[src/rtl/bg_remove_if.sv]
// Pixel stream bundle for the background-removal engine: one valid/ready
// input stream and one valid/ready output stream carrying RGB pixels.
interface bg_remove_if #(
   parameter int PIX_W = 8
);
   logic             in_valid;
   logic             in_ready;
   logic [PIX_W-1:0] in_red;
   logic [PIX_W-1:0] in_green;
   logic [PIX_W-1:0] in_blue;

   logic             out_valid;
   logic             out_ready;
   logic [PIX_W-1:0] out_red;
   logic [PIX_W-1:0] out_green;
   logic [PIX_W-1:0] out_blue;
   logic             out_is_bg;

   // Pixel producer / result consumer side
   modport master (
      output in_valid, in_red, in_green, in_blue, out_ready,
      input  in_ready, out_valid, out_red, out_green, out_blue, out_is_bg
   );

   // Engine side
   modport slave (
      input  in_valid, in_red, in_green, in_blue, out_ready,
      output in_ready, out_valid, out_red, out_green, out_blue, out_is_bg
   );
endinterface

[src/rtl/bg_remove_engine.sv]
// Per-segment RGB engine: either accumulates channel sums over NUM_PIXELS pixels,
// or replaces pixels close to an expected background colour with a fill colour.
module bg_remove_engine #(
   parameter  int PIX_W      = 8,
   parameter  int NUM_PIXELS = 16,
   parameter  int CNT_W      = 5,
   parameter  int SUM_W      = 12,
   localparam int DIST_W     = 2*PIX_W+2
) (
   input  logic              Clk,
   input  logic              Reset,
   input  logic              Start_Sum,
   input  logic              Start_BgRemoval,
   input  logic              Ack,
   input  logic [PIX_W-1:0]  red_exp,
   input  logic [PIX_W-1:0]  green_exp,
   input  logic [PIX_W-1:0]  blue_exp,
   input  logic [DIST_W-1:0] threshold,
   input  logic [PIX_W-1:0]  bg_red,
   input  logic [PIX_W-1:0]  bg_green,
   input  logic [PIX_W-1:0]  bg_blue,
   bg_remove_if.slave        pix,
   output logic [SUM_W-1:0]  red_sum,
   output logic [SUM_W-1:0]  green_sum,
   output logic [SUM_W-1:0]  blue_sum,
   output logic [4:0]        state_q,
   output logic              done
);

   typedef enum logic [4:0] {
      IDLE     = 5'b00001,
      SUM_RUN  = 5'b00010,
      SUM_DONE = 5'b00100,
      BG_RUN   = 5'b01000,
      BG_DONE  = 5'b10000
   } state_t;

   state_t             state;
   logic [CNT_W-1:0]   cnt_q;
   logic [SUM_W-1:0]   red_sum_q, green_sum_q, blue_sum_q;
   logic [PIX_W-1:0]   red_p1, green_p1, blue_p1;
   logic               is_bg_p1;
   logic               vld_p1;
   logic               rdy;
   logic               accept;
   logic [DIST_W-1:0]  dist_p0;
   logic               is_bg_p0;

   function automatic logic [PIX_W-1:0] abs_diff(input logic [PIX_W-1:0] a,
                                                 input logic [PIX_W-1:0] b);
      logic signed [PIX_W:0] d;
      logic signed [PIX_W:0] m;
      d = $signed({1'b0, a}) - $signed({1'b0, b});
      m = (d < 0) ? -d : d;
      return m[PIX_W-1:0];
   endfunction

   // Squares are formed at full distance width so the three-way sum cannot wrap.
   function automatic logic [DIST_W-1:0] square(input logic [PIX_W-1:0] v);
      logic [DIST_W-1:0] w;
      w = DIST_W'(v);
      return w * w;
   endfunction

   // Stage p0: colour distance of the pixel presented on the input
   always_comb begin
      dist_p0  = square(abs_diff(red_exp,   pix.in_red))
               + square(abs_diff(green_exp, pix.in_green))
               + square(abs_diff(blue_exp,  pix.in_blue));
      is_bg_p0 = (dist_p0 <= threshold);
   end

   always_comb begin
      rdy = 1'b0;
      case (state)
         SUM_RUN: rdy = 1'b1;
         BG_RUN:  rdy = (cnt_q < CNT_W'(NUM_PIXELS)) && (!vld_p1 || pix.out_ready);
         default: rdy = 1'b0;
      endcase
   end

   assign accept = pix.in_valid && rdy;

   // Stage p1: registered result and control state
   always_ff @(posedge Clk) begin
      if (Reset) begin
         state       <= IDLE;
         cnt_q       <= '0;
         red_sum_q   <= '0;
         green_sum_q <= '0;
         blue_sum_q  <= '0;
         red_p1      <= '0;
         green_p1    <= '0;
         blue_p1     <= '0;
         is_bg_p1    <= 1'b0;
         vld_p1      <= 1'b0;
      end else begin
         case (state)
            IDLE: begin
               if (Start_Sum) begin
                  state       <= SUM_RUN;
                  cnt_q       <= '0;
                  red_sum_q   <= '0;
                  green_sum_q <= '0;
                  blue_sum_q  <= '0;
               end else if (Start_BgRemoval) begin
                  state <= BG_RUN;
                  cnt_q <= '0;
               end
            end
            SUM_RUN: begin
               if (accept) begin
                  red_sum_q   <= red_sum_q   + SUM_W'(pix.in_red);
                  green_sum_q <= green_sum_q + SUM_W'(pix.in_green);
                  blue_sum_q  <= blue_sum_q  + SUM_W'(pix.in_blue);
                  cnt_q       <= cnt_q + 1'b1;
                  if (cnt_q == CNT_W'(NUM_PIXELS-1))
                     state <= SUM_DONE;
               end
            end
            SUM_DONE: begin
               if (Ack)
                  state <= IDLE;
            end
            BG_RUN: begin
               if (accept) begin
                  red_p1   <= is_bg_p0 ? bg_red   : pix.in_red;
                  green_p1 <= is_bg_p0 ? bg_green : pix.in_green;
                  blue_p1  <= is_bg_p0 ? bg_blue  : pix.in_blue;
                  is_bg_p1 <= is_bg_p0;
                  vld_p1   <= 1'b1;
                  cnt_q    <= cnt_q + 1'b1;
               end else if (pix.out_ready) begin
                  vld_p1 <= 1'b0;
               end
               // Once every pixel is accepted, the single held result is the last one.
               if ((cnt_q == CNT_W'(NUM_PIXELS)) && vld_p1 && pix.out_ready)
                  state <= BG_DONE;
            end
            BG_DONE: begin
               if (Ack)
                  state <= IDLE;
            end
            default: state <= IDLE;
         endcase
      end
   end

   assign pix.in_ready  = rdy;
   assign pix.out_valid = vld_p1;
   assign pix.out_red   = red_p1;
   assign pix.out_green = green_p1;
   assign pix.out_blue  = blue_p1;
   assign pix.out_is_bg = is_bg_p1;
   assign red_sum       = red_sum_q;
   assign green_sum     = green_sum_q;
   assign blue_sum      = blue_sum_q;
   assign state_q       = state;
   assign done          = (state == SUM_DONE) || (state == BG_DONE);

endmodule

[src/flat_wrapper.sv]
// flat-port wrapper written by rule: the top's interface ports become plain ports
module bg_remove_engine_flat 
#(
   parameter  int PIX_W      = 8,
   parameter  int NUM_PIXELS = 16,
   parameter  int CNT_W      = 5,
   parameter  int SUM_W      = 12,
   localparam int DIST_W     = 2*PIX_W+2
)
  (Clk, Reset, Start_Sum, Start_BgRemoval, Ack, red_exp, green_exp, blue_exp, threshold, bg_red, bg_green, bg_blue, red_sum, green_sum, blue_sum, state_q, done, pix_in_valid, pix_in_red, pix_in_green, pix_in_blue, pix_out_ready, pix_in_ready, pix_out_valid, pix_out_red, pix_out_green, pix_out_blue, pix_out_is_bg);
  bg_remove_if #(.PIX_W(PIX_W)) pix_i ();
  input  logic Clk;
  input  logic Reset;
  input  logic Start_Sum;
  input  logic Start_BgRemoval;
  input  logic Ack;
  input  logic [PIX_W-1:0] red_exp;
  input  logic [PIX_W-1:0] green_exp;
  input  logic [PIX_W-1:0] blue_exp;
  input  logic [DIST_W-1:0] threshold;
  input  logic [PIX_W-1:0] bg_red;
  input  logic [PIX_W-1:0] bg_green;
  input  logic [PIX_W-1:0] bg_blue;
  output logic [SUM_W-1:0] red_sum;
  output logic [SUM_W-1:0] green_sum;
  output logic [SUM_W-1:0] blue_sum;
  output logic [4:0] state_q;
  output logic done;
  input wire logic [$bits(pix_i.in_valid)-1:0] pix_in_valid;
  input wire logic [$bits(pix_i.in_red)-1:0] pix_in_red;
  input wire logic [$bits(pix_i.in_green)-1:0] pix_in_green;
  input wire logic [$bits(pix_i.in_blue)-1:0] pix_in_blue;
  input wire logic [$bits(pix_i.out_ready)-1:0] pix_out_ready;
  output wire logic [$bits(pix_i.in_ready)-1:0] pix_in_ready;
  output wire logic [$bits(pix_i.out_valid)-1:0] pix_out_valid;
  output wire logic [$bits(pix_i.out_red)-1:0] pix_out_red;
  output wire logic [$bits(pix_i.out_green)-1:0] pix_out_green;
  output wire logic [$bits(pix_i.out_blue)-1:0] pix_out_blue;
  output wire logic [$bits(pix_i.out_is_bg)-1:0] pix_out_is_bg;
  assign pix_i.in_valid = pix_in_valid;
  assign pix_i.in_red = pix_in_red;
  assign pix_i.in_green = pix_in_green;
  assign pix_i.in_blue = pix_in_blue;
  assign pix_i.out_ready = pix_out_ready;
  assign pix_in_ready = pix_i.in_ready;
  assign pix_out_valid = pix_i.out_valid;
  assign pix_out_red = pix_i.out_red;
  assign pix_out_green = pix_i.out_green;
  assign pix_out_blue = pix_i.out_blue;
  assign pix_out_is_bg = pix_i.out_is_bg;
  bg_remove_engine #(.PIX_W(PIX_W), .NUM_PIXELS(NUM_PIXELS), .CNT_W(CNT_W), .SUM_W(SUM_W)) u_core (.Clk(Clk), .Reset(Reset), .Start_Sum(Start_Sum), .Start_BgRemoval(Start_BgRemoval), .Ack(Ack), .red_exp(red_exp), .green_exp(green_exp), .blue_exp(blue_exp), .threshold(threshold), .bg_red(bg_red), .bg_green(bg_green), .bg_blue(bg_blue), .pix(pix_i), .red_sum(red_sum), .green_sum(green_sum), .blue_sum(blue_sum), .state_q(state_q), .done(done));
endmodule
[config.mk]
export PLATFORM = sky130hd
export DESIGN_NAME = bg_remove_engine_flat
export DESIGN_NICKNAME = d
export VERILOG_FILES = /design/src/rtl/bg_remove_if.sv /design/src/rtl/bg_remove_engine.sv /design/src/flat_wrapper.sv
export SDC_FILE = /design/constraint.sdc
export NUM_CORES = 1
export LEC_CHECK = 0
export CELL_PAD_IN_SITES_DETAIL_PLACEMENT = 1
export CELL_PAD_IN_SITES_GLOBAL_PLACEMENT = 2
export CORE_MARGIN = 1.5
export CORE_UTILIZATION = 34
export DETAILED_ROUTE_END_ITERATION = 8
export GPL_TIMING_DRIVEN = 0
export PLACE_DENSITY_LB_ADDON = 0.3
export SLEW_MARGIN = 5
export SYNTH_ARGS = -nofsm -noshare
export SYNTH_HDL_FRONTEND = slang
export SYNTH_SLANG_ARGS = --single-unit
[constraint.sdc]
create_clock -name Clk -period 17.5 [get_ports Clk]
set_input_delay 3.5 -clock Clk [delete_from_list [all_inputs] [get_ports Clk]]
set_output_delay 3.5 -clock Clk [all_outputs]
set_load 0.005 [all_outputs]
==> qor.yml, run 1 <==
routing:
  drc: 0
  drtAntennaViolNets: 0
  routedWlPerCell_um: 15.8
  routed_wirelength_um: 32100
  drt_pass1_iterations: 6
  vias_per_cell: 4.90
  drtIter0Drc: 255
  vias: 9923
clock_network:
  clock_sinks: 72
  cts_hold_buf: 0
  clock_latency_ns: 0.35
  postCtsSetupRepairBufs: 0
  cts_tree: "yes"
  cts-resized-gates: 0
  clock_path_buffers: 2
  root_buffer: "clkbuf_16"
  clk_pin_slew_ns: 0.06
  h-tree-depth: 3
  numCtsBuffers: 9
status:
  status: "complete, no violations"
grt:
  grtUsageTotal: 0.186
  gr-total-overflow: 0
  grt_pass1_wl_um: 53200
  antenna_found_initial: 6
  grt_pass1_vias: 10700
  grt_max_degree: 13
worst_setup_path:
  crit_path_end_kind: "flip-flop"
  cp-start-kind: "input pin"
  slowest_stage: "xnor2_1"
  cp_max_fo: 10
  max_stage_delay_ns: 0.68
  cp.required_ns: 17.71
  arrival_ns: 16.65
  critPathKind: "in2reg"
  path_common_cell: "fa_1"
min_path:
  hp-class: "reg2reg"
logic_synthesis:
  synth_ff_type: "dfxtp_1"
  synthCells: 1397
  synth_nets: 1778
  async_flop_share: 0
  yosysWarnings: 0
  seq_area_frac_synth: 0.124
  ys_ff_latch: 72
  synth.avg_cell_area_um2: 8.34
  synth_edf_count: 0
  synth_area_um2: 11700
  synth_cell_types: 71
floorplanning:
  die_h_um: 188
  die_area_um2: 35400
  start_util: 0.347
  die_x_um: 188
  rows: 67
  core_um2: 33600
  ioPinCount: 166
place:
  io_buffers: 164
  gp_congestion: 0.824
  dp_hpwl_um: 27900
sta:
  period_share: 0.940
  finalSetupViolations: 0
  fmax_ghz: 0.0608
  hold_viol: 0
  relSlewSlack: 0.368
  clock_skew_ns: 0.00405
  tightest_slew_ns: 0.941
  slew_violations: 0
  tns_ns: 0
  rsz0062_at_grt: "no"
  min_period_ns: 16.45
final_layout:
  num-fill-cells: 4035
  syn2layout_area_growth_pct: 21.4
  mostFrequentLayoutCells: "266 x inv_1, 174 x nor2_1, 164 x clkdlybuf4s50_1"
  utilization: 0.421
  nets: 1953
  layout_commonest_cell: "inv_1"
  drive_gt1_frac: 0.0361
flow_run:
  drv_cap: 0
## worst max-delay path, delay by kind of cell
| family | cells | cell delay [ns] |
|---|---|---|
| XOR/XNOR | 2 | 0.87 |
| multiplexers | 1 | 0.25 |
| AO/OA/AOI/OAI | 13 | 3.09 |
| buffers and inverters | 11 | 1.36 |
| AND/OR/NAND/NOR | 7 | 1.45 |
| adder cells (fa/ha/maj) | 14 | 6.12 |
## state kept, by name, indices dropped and copies added (netlist names)
signal,cells
u_core.pix.out_valid,1
u_core.state_q,5
u_core.pix.out_red,8
u_core.green_sum,12
u_core.blue_sum,12
u_core.pix.out_green,8
u_core.pix.out_blue,8
u_core.cnt_q,5
u_core.red_sum,12
u_core.pix.out_is_bg,1
## cells in the mapped netlist, types with 14 or more instances
cell type  number  area (µm²)
nand2_1        56         210
o21ai_0        32         160
fa_1          122        2440
ha_1          162        2030
mux2i_1        31         310
a21oi_1        76         380
dfxtp_1        72        1440
nor2_1        174         653
a21o_1         24         180
or2_1          15        93.8
nand2b_1       22         138
inv_1         266         998
a211oi_2       20         250
nor3_1         14        70.1
xor2_1         41         359
nand3_1        25         125
clkbuf_1       21        78.8
xnor2_1        47         412
## routing by layer
layer / global-route usage / up-vias / share of wire
li1: - / 4929 / -
met1: 0.223 / 4835 / 0.43
met2: 0.338 / 130 / 0.50
met3: 0.0440 / 23 / 0.051
met4: 0.0360 / 6 / 0.0095
met5: 0 / - / 0.0014
## metrics by stage
stage               hold slack, ns  worst slack [ns]  instances  instance area [µm²]
floorplan                    0.458              2.99       1397                11700
global placement             0.461             0.777       2009                13900
detailed placement           0.470             0.596       2009                13900
CTS                          0.481             0.935       2025                14100
global route                 0.510            0.0245       2025                14100
finish                       0.471              1.05       2027                14100
## final cells by class
cell class                      count  area, µm²  share of cell area
Clock inverter                      6       60.1             0.00425
Buffer                             30        139             0.00982
Sequential cell                    72       1440               0.102
Tap cell                          448        561              0.0396
Timing Repair Buffer              164       1640               0.116
Inverter                          271       1020              0.0719
Antenna cell                        2       5.00            0.000354
Clock buffer                       10        229              0.0162
Multi-Input combinational cell   1024       9050               0.640
## kinds of logic (layout without fill, tap and decap cells)
logic type | Yosys count | in the layout | synth area share
other | 0 | 2 | 0
buffers and inverters | 301 | 481 | 0.0992
multiplexers | 32 | 32 | 0.0276
flip-flops | 72 | 72 | 0.124
adder cells (fa/ha/maj) | 284 | 284 | 0.384
AO/OA/AOI/OAI | 252 | 252 | 0.151
AND/OR/NAND/NOR | 365 | 365 | 0.144
XOR/XNOR | 91 | 91 | 0.0703
## final timing paths
kind,startpoint,end,slack (ns),cells past startpoint
worst min register to register,u_core.blue_sum[0],u_core.blue_sum[0],0.47,2
worst min-delay path,u_core.blue_sum[0],u_core.blue_sum[0],0.47,2
worst max register to register,u_core.state_q[0],u_core.blue_sum[5],14.91,7
worst max-delay path,pix_in_red[0],u_core.pix.out_green[2],1.05,48
Power of run 1 is left out: the tool's default activity adds up to more than one toggle a clock period on the data nets, which glitch-free logic cannot reach.
==> inputs of run 2 (changes only) <==
CORE_ASPECT_RATIO = 0.9   (was unset)
==> qor.yml, run 2 (synthesis results as in run 1) <==
status:
  status: "complete, no violations"  # unchanged
routing:
  drt_pass1_iterations: 4  # was 6
  routed_wirelength_um: 32700  # was 32,100 µm
  drc: 0  # unchanged
  drtAntennaViolNets: 0  # unchanged
  drtIter0Drc: 261  # was 255
  vias_per_cell: 4.87  # was 4.90
  routedWlPerCell_um: 16.0  # was 15.8 µm
  vias: 9935  # was 9,923
final_layout:
  nets: 1953  # unchanged
  drive_gt1_frac: 0.0368  # was 0.0361
  layout_commonest_cell: "inv_1"  # unchanged
  design_area_um2: 14200  # was 14,100 µm²
  mostFrequentLayoutCells: "266 x inv_1, 174 x nor2_1, 164 x clkdlybuf4s50_1"  # unchanged
  syn2layout_area_growth_pct: 22.1  # was 21.4%
clock_network:
  clock_path_buffers: 2  # unchanged
  clock_latency_ns: 0.35  # about the same
  root_buffer: "clkbuf_16"  # unchanged
  cts-resized-gates: 0  # unchanged
  postCtsSetupRepairBufs: 0  # unchanged
  numCtsBuffers: 9  # unchanged
  cts_hold_buf: 0  # unchanged
  cts_tree: "yes"  # unchanged
  clk_pin_slew_ns: 0.07  # was 0.06 ns
  clock_sinks: 72  # unchanged
  h-tree-depth: 3  # unchanged
floorplanning:
  die_x_um: 198  # was 188 µm
  start_util: 0.344  # was 0.347
  core_um2: 33900  # was 33,600 µm²
  die_h_um: 179  # was 188 µm
  rows: 64  # was 67
  ioPinCount: 166  # unchanged
  die_area_um2: 35400  # about the same
worst_setup_path:
  crit_path_end_kind: "flip-flop"  # unchanged
  cp_max_fo: 10  # unchanged
  cp-start-kind: "input pin"  # unchanged
  path_common_cell: "fa_1"  # unchanged
  crit_family: "adder cells"  # unchanged
  cp.required_ns: 17.72  # was 17.71 ns
  max_stage_delay_ns: 0.73  # was 0.68 ns
  arrival_ns: 16.63  # was 16.65 ns
  cp_num_buf_inv: 11  # unchanged
  slowest_stage: "xor2_1"  # was xnor2_1
  critPathKind: "in2reg"  # unchanged
place:
  io_buffers: 164  # unchanged
  dp_hpwl_um: 28400  # was 27,900 µm
  placed_cell_area_um2: 13900  # about the same
  gp_congestion: 0.842  # was 0.824
grt:
  antenna_found_initial: 3  # was 6
  grt_pass1_wl_um: 54300  # was 53,200 µm
  gr-total-overflow: 0  # unchanged
  grt_pass1_vias: 10900  # was 10.7k
  grt_max_degree: 15  # was 13
  grtUsageTotal: 0.193  # was 0.186
sta:
  clock_skew_ns: 0.00968  # was 0.00405 ns
  hold_viol: 0  # unchanged
  slew_violations: 0  # unchanged
  min_period_ns: 16.41  # was 16.45 ns
  finalSetupViolations: 0  # unchanged
  tns_ns: 0  # unchanged
  tightest_slew_ns: 0.954  # was 0.941 ns
  period_share: 0.938  # was 0.940
  fmax_ghz: 0.0609  # was 0.0608 GHz
  rsz0062_at_grt: "no"  # unchanged
  relSlewSlack: 0.360  # was 0.368
flow_run:
  drv_cap: 0  # unchanged
min_path:
  hp-class: "reg2reg"  # unchanged
==> run 2: changes by cell type in the layout (fill, tap and decap cells not counted) <==
cell	before	now
clkinv_2	3	0
inv_6	0	3
bufinv_16	1	3
clkinvlp_4	2	0
clkbuf_1	22	21
clkinv_4	0	1
==> run 2: layout make-up <==
cell class	instances	area, µm²
Fill cell	4002	19600
Multi-Input combinational cell	1024	9050
Timing Repair Buffer	164	1640
Sequential cell	72	1440
Inverter	271	1020
Tap cell	462	578
Clock buffer	9	225
Buffer	30	139
Clock inverter	7	125
Antenna cell	2	5.00
==> run 2: metal layers <==
metal | wire [µm] | up-vias | GRT usage
met5 | 0 | - | 0
met4 | 336 | 0 | 0.0350
met3 | 1490 | 19 | 0.0412
met2 | 15900 | 112 | 0.341
met1 | 15000 | 4869 | 0.241
li1 | - | 4935 | -
==> run 2: path summary, 6_finish.rpt <==
kind | cells after the start | to | slack, ns | startpoint
worst max register to register | 7 | u_core.pix.out_green[7] | 14.95 | u_core.state_q[0]
worst min-delay path | 2 | u_core.red_sum[0] | 0.48 | u_core.red_sum[0]
worst max-delay path | 47 | u_core.pix.out_green[5] | 1.09 | pix_in_red[0]
worst min register to register | 2 | u_core.red_sum[0] | 0.48 | u_core.red_sum[0]
==> run 2: stage by stage <==
step	util	hold WS [ns]	cells	setup slack (ns)
final	0.420	0.477	2041	1.09
after global routing	0.420	0.508	2039	0.186
after CTS	0.420	0.479	2039	1.11
after detailed placement	0.410	0.473	2023	0.737
after global placement	0.410	0.460	2023	0.783
after floorplan	-	0.458	1397	2.99
==> run 2: worst min-delay path: cells and delay by family (launching register included) <==
family             cells  cell delay [ns]
DFF                    1             0.32
and+or+nand+nor        1             0.06
AOI/OAI and AO/OA      1             0.05
Power of run 2 is left out for the same reason.
==> inputs of run 3 (changes only) <==
SKIP_LAST_GASP = 1   (was unset)
==> results of run 3 <==
The final DEF is identical to that of run 2; final timing and power are the same.
Power of run 3 is left out for the same reason.
